`src/rtl/usb_cdc_input_conditioner.sv`:
```
// Per-channel pad input conditioner: synchroniser, debounce filter, edge pulses
// and sticky pending flags with an ack mask, feeding the CDC device core.
module usb_cdc_input_conditioner #(
  parameter int N_IN            = 8,
  parameter int SYNC_STAGES     = 2,
  parameter int DEBOUNCE_CYCLES = 16,
  parameter int EDGE_MODE       = 0
) (
  input  logic            clk,
  input  logic            rst_i,
  input  logic [N_IN-1:0] raw_i,
  input  logic [N_IN-1:0] ack_i,
  output logic [N_IN-1:0] level_o,
  output logic [N_IN-1:0] rise_o,
  output logic [N_IN-1:0] fall_o,
  output logic [N_IN-1:0] pend_o,
  output logic            changed_o
);

  localparam int CNT_W = $clog2(DEBOUNCE_CYCLES + 1);
  localparam logic [CNT_W-1:0] CNT_LAST = CNT_W'(DEBOUNCE_CYCLES - 1);

  logic [N_IN-1:0]  r_sync [SYNC_STAGES];
  logic [CNT_W-1:0] r_cnt  [N_IN];
  logic [N_IN-1:0]  r_level;
  logic [N_IN-1:0]  r_rise;
  logic [N_IN-1:0]  r_fall;
  logic [N_IN-1:0]  r_pend;
  logic             r_changed;

  logic [N_IN-1:0]  w_s;
  logic [CNT_W-1:0] w_cnt_nxt [N_IN];
  logic [N_IN-1:0]  w_level_nxt;
  logic [N_IN-1:0]  w_rise;
  logic [N_IN-1:0]  w_fall;
  logic [N_IN-1:0]  w_src;
  logic [N_IN-1:0]  w_pend_nxt;

  always_ff @(posedge clk) begin
    if (rst_i) begin
      for (int k = 0; k < SYNC_STAGES; k++) r_sync[k] <= '0;
    end else begin
      r_sync[0] <= raw_i;
      for (int k = 1; k < SYNC_STAGES; k++) r_sync[k] <= r_sync[k-1];
    end
  end

  assign w_s = r_sync[SYNC_STAGES-1];

  // A new level is accepted only after DEBOUNCE_CYCLES consecutive differing samples.
  always_comb begin
    w_level_nxt = r_level;
    w_rise      = '0;
    w_fall      = '0;
    for (int i = 0; i < N_IN; i++) begin
      w_cnt_nxt[i] = r_cnt[i];
      if (w_s[i] == r_level[i]) begin
        w_cnt_nxt[i] = '0;
      end else if (r_cnt[i] == CNT_LAST) begin
        w_cnt_nxt[i]   = '0;
        w_level_nxt[i] = w_s[i];
        w_rise[i]      = w_s[i];
        w_fall[i]      = ~w_s[i];
      end else begin
        w_cnt_nxt[i] = r_cnt[i] + CNT_W'(1);
      end
    end
  end

  always_comb begin
    case (EDGE_MODE)
      1:       w_src = w_rise;
      2:       w_src = w_fall;
      default: w_src = w_rise | w_fall;
    endcase
  end

  // Pending bits set on the same edge the pulse is registered; set beats ack.
  assign w_pend_nxt = (r_pend & ~ack_i) | w_src;

  always_ff @(posedge clk) begin
    if (rst_i) begin
      for (int i = 0; i < N_IN; i++) r_cnt[i] <= '0;
      r_level   <= '0;
      r_rise    <= '0;
      r_fall    <= '0;
      r_pend    <= '0;
      r_changed <= 1'b0;
    end else begin
      for (int i = 0; i < N_IN; i++) r_cnt[i] <= w_cnt_nxt[i];
      r_level   <= w_level_nxt;
      r_rise    <= w_rise;
      r_fall    <= w_fall;
      r_pend    <= w_pend_nxt;
      r_changed <= |w_pend_nxt;
    end
  end

  assign level_o   = r_level;
  assign rise_o    = r_rise;
  assign fall_o    = r_fall;
  assign pend_o    = r_pend;
  assign changed_o = r_changed;

endmodule

```
`config.mk`:
```
export PLATFORM = sky130hd
export DESIGN_NAME = usb_cdc_input_conditioner
export DESIGN_NICKNAME = d
export VERILOG_FILES = /design/src/rtl/usb_cdc_input_conditioner.sv
export SDC_FILE = /design/constraint.sdc
export NUM_CORES = 1
export LEC_CHECK = 0
export CAP_MARGIN = 20
export CORE_MARGIN = 3
export CORE_UTILIZATION = 52
export DETAILED_ROUTE_END_ITERATION = 10
export PLACE_DENSITY_LB_ADDON = 0.15
export REMOVE_ABC_BUFFERS = 1
export SYNTH_ARGS = -nofsm -noshare
export SYNTH_HDL_FRONTEND = slang
export SYNTH_SLANG_ARGS = --single-unit
export TNS_END_PERCENT = 30
```
`constraint.sdc`:
```
create_clock -name clk -period 2.16 [get_ports clk]
set_input_delay 0.324 -clock clk [delete_from_list [all_inputs] [get_ports clk]]
set_output_delay 0.324 -clock clk [all_outputs]
set_load 0.05 [all_outputs]
```
==> out/qor.json <==
{
  "run_status": {"value": "finished, final reports clean"},
  "number_of_diodes": {"value": 0},
  "fin_worst_hold_slack": {"value": 370.1, "unit": "ps"},
  "worst_pin_slew": {"value": 534.4, "unit": "ps"},
  "post-synth-top-area-fraction": {"value": 57.51, "unit": "%"},
  "synth_seq_area_share": {"value": 57.51, "unit": "%"},
  "data_required_time_at_the_worst_endpoint": {"value": 1840, "unit": "ps"},
  "timing_max_transition_violations_final": {"value": 0},
  "synth_top_area_cell": {"value": "dfxtp_1"},
  "cts_sinks": {"value": 89},
  "port_buf_inserts": {"value": 50},
  "drt_first_pass_iters": {"value": 6},
  "postCtsSetupBuffers": {"value": 0},
  "timing.setup.critical_path_class": {"value": "reg -> out"},
  "gp_congestion": {"value": 0.7119},
  "cts.root.buffer_cell": {"value": "clkbuf_8"},
  "drt_first_iter_violations": {"value": 73},
  "antenna_violations_before_repair": {"value": 0},
  "clk_latency": {"value": 340, "unit": "ps"},
  "drt.antenna.violating_nets": {"value": 0},
  "fin_skew": {"value": 7.838, "unit": "ps"},
  "design.portCount": {"value": 51},
  "critical_path.max_stage_delay": {"value": 840, "unit": "ps"},
  "layout-drive-gt1-share": {"value": 6.232, "unit": "%"},
  "cts_buffers": {"value": 9},
  "slowest_stage": {"value": "clkdlybuf4s50_1"},
  "h-tree-depth": {"value": 3},
  "tns": {"value": 0, "unit": "ps"},
  "die_height": {"value": 83.19, "unit": "um"},
  "power.leakage": {"value": 1.549, "unit": "nW"},
  "total_of_hold_buffers_inserted_after_clock_tree_synthesis": {"value": 0},
  "grt_start_max_net_pins": {"value": 21},
  "finalCriticalPeriod": {"value": 1923, "unit": "ps"},
  "area_growth_syn_to_layout": {"value": 26.41, "unit": "%"},
  "final_core_utilization": {"value": 69.42, "unit": "%"},
  "hpwlAfterDp": {"value": 3.635, "unit": "mm"},
  "finish.net_count": {"value": 382},
  "maximum_buffer_depth_of_the_clock_tree": {"value": 2},
  "track_usage": {"value": 15.71, "unit": "%"},
  "worst_path_dominant_cell_family": {"value": "buffers and inverters"},
  "hold_viol": {"value": 0},
  "post-route-drc-count": {"value": 0},
  "number_of_standard_cell_rows_in_the_floorplan": {"value": 27},
  "hold_class": {"value": "in -> reg"},
  "final_area": {"value": 3916, "unit": "um^2"},
  "via_count": {"value": 2038},
  "syn_avg_cell_area": {"value": 10.65, "unit": "um^2"},
  "syn-instance-count": {"value": 291},
  "maxSlewHeadroom": {"value": 64.26, "unit": "%"},
  "yosysUniqueCellTypes": {"value": 21},
  "arrival": {"value": 1600, "unit": "ps"},
  "cp-end-kind": {"value": "primary output"},
  "worst_path_cell_trace": {"value": "clkdlybuf4s50_1"},
  "clock.fmax": {"value": 0.5199, "unit": "GHz"},
  "timing.final.crit_share": {"value": 89.04, "unit": "%"},
  "postSynthRegisterBits": {"value": 89},
  "critical_path.max_fanout": {"value": 5},
  "wl_per_cell": {"value": 11.87, "unit": "um"},
  "die-width": {"value": 83.19, "unit": "um"},
  "initial_utilization": {"value": 54.91, "unit": "%"},
  "cts_resized": {"value": 0},
  "timing.critical_path.buf_inv": {"value": 1},
  "routed_wirelength": {"value": 5.043, "unit": "mm"},
  "netlist_area": {"value": 3098, "unit": "um^2"},
  "first_global_vias": {"value": 1967},
  "layout.filler_cells": {"value": 441},
  "pwr_density_cell": {"value": 791.4, "unit": "nW/um^2"},
  "setup_viol": {"value": 0},
  "yosys-top-cells-area": {"value": "dfxtp_1 58%, nor2_1 6.8%, ha_1 6.5%"},
  "path_clk_slew": {"value": 80, "unit": "ps"},
  "core_area": {"value": 5642, "unit": "um^2"},
  "grt_first_pass_wirelength": {"value": 8.714, "unit": "mm"},
  "cp-start-kind": {"value": "flop"},
  "drv.max_cap_violation_count": {"value": 0},
  "dpl_cell_area": {"value": 3672, "unit": "um^2"},
  "clock_tree_from_tritoncts": {"value": "done"},
  "grt-ovfl-total": {"value": 0},
  "ys_warn_count": {"value": 0},
  "dieArea": {"value": 6920, "unit": "um^2"},
  "grt_setup_unrepaired": {"value": "false"},
  "irDropWorstVdd": {"value": 0.0005221, "unit": "V"},
  "avgViaCountPerCell": {"value": 4.795}
}
[layer usage]
layer  wire [um]  track usage, %
met1        2538           21.42
met2        2166           23.32
met3         240           4.464
met4          97           6.686
met5           0               0
[per-stage QoR]
stage	std cells	total power [mW]	worst slack [ps]
finish	425	3.099	236.7
global route	425	3.221	166.5
CTS	425	3.133	209.2
detailed placement	409	1.788	430.8
global placement	409	1.786	463.2
floorplan	285	1.732	626.6
[final timing paths]
check                     from            end  slack, ps  cells after the start
setup / recovery    level_o[0]     level_o[0]        240                      1
hold / removal           rst_i   r_sync[0][2]        370                      2
setup reg to reg  r_cnt[0][10]      changed_o        430                      7
hold reg to reg   r_sync[0][2]  r_sync[0][10]        440                      1
[synthesized netlist by cell type]
library cell  instances
a2bb2oi_1             1
xor2_1               15
a21oi_1               7
and4bb_2              2
dfxtp_1              89
and4_1                2
nor4b_1               2
nor4bb_1             12
mux2i_1               8
inv_1                11
nor2b_1              23
a21oi_2               1
nand3_1               8
clkbuf_1              3
or3_4                 1
xnor2_1               9
nor2_1               56
ha_1                 16
buf_2                 3
nand2_1               7
and3_1               15
[placed cells by master (no fill, tap or decap), drive strengths merged]
cell and count:
a21oi 8, a2bb2oi 1, and3 15, and4 2, and4bb 2, buf 3, bufinv 3, clkbuf 11
clkdlybuf4s50 49, clkinv 1, clkinvlp 1, dfxtp 89, ha 16, inv 11, mux2i 8, nand2 7
nand3 8, nor2 56, nor2b 23, nor4b 2, nor4bb 12, or3 1, xnor2 9, xor2 15
[state kept, by name, indices dropped and copies added, names as in the netlist]
register	flops
changed_o	1
fall_o	8
level_o	8
pend_o	8
r_cnt	40
r_sync	16
rise_o	8
[layout make-up]
cell class / count / area, um^2 / area share (%)
inverter: 11 / 41.29 / 1.054
clock buffer: 11 / 141.4 / 3.610
sequential: 89 / 1782 / 45.50
multi-input combinational: 185 / 1249 / 31.89
tap: 72 / 90.09 / 2.300
timing repair buffer: 52 / 510.5 / 13.04
clock inverter: 5 / 102.6 / 2.620
[logic make-up after synthesis]
logic type	count (synthesis)	synth area share (%)
muxes	8	2.585
buffers and inverters	17	2.181
adders and majority gates	16	6.462
and+or+nand+nor	128	22.78
xor gates and xnor gates	24	6.785
DFF	89	57.51
AOI/OAI and AO/OA	9	1.696
[power breakdown]
group	total, mW	leakage [nW]	internal, mW	switching, mW
Combinational	0.0800	0.709	0.0437	0.0363
Clock	1.35	0.120	0.799	0.552
Sequential	1.67	0.721	1.66	0.0111
Total	3.10	1.55	2.50	0.599
No activity file was read; power rests on OpenSTA's default activity.
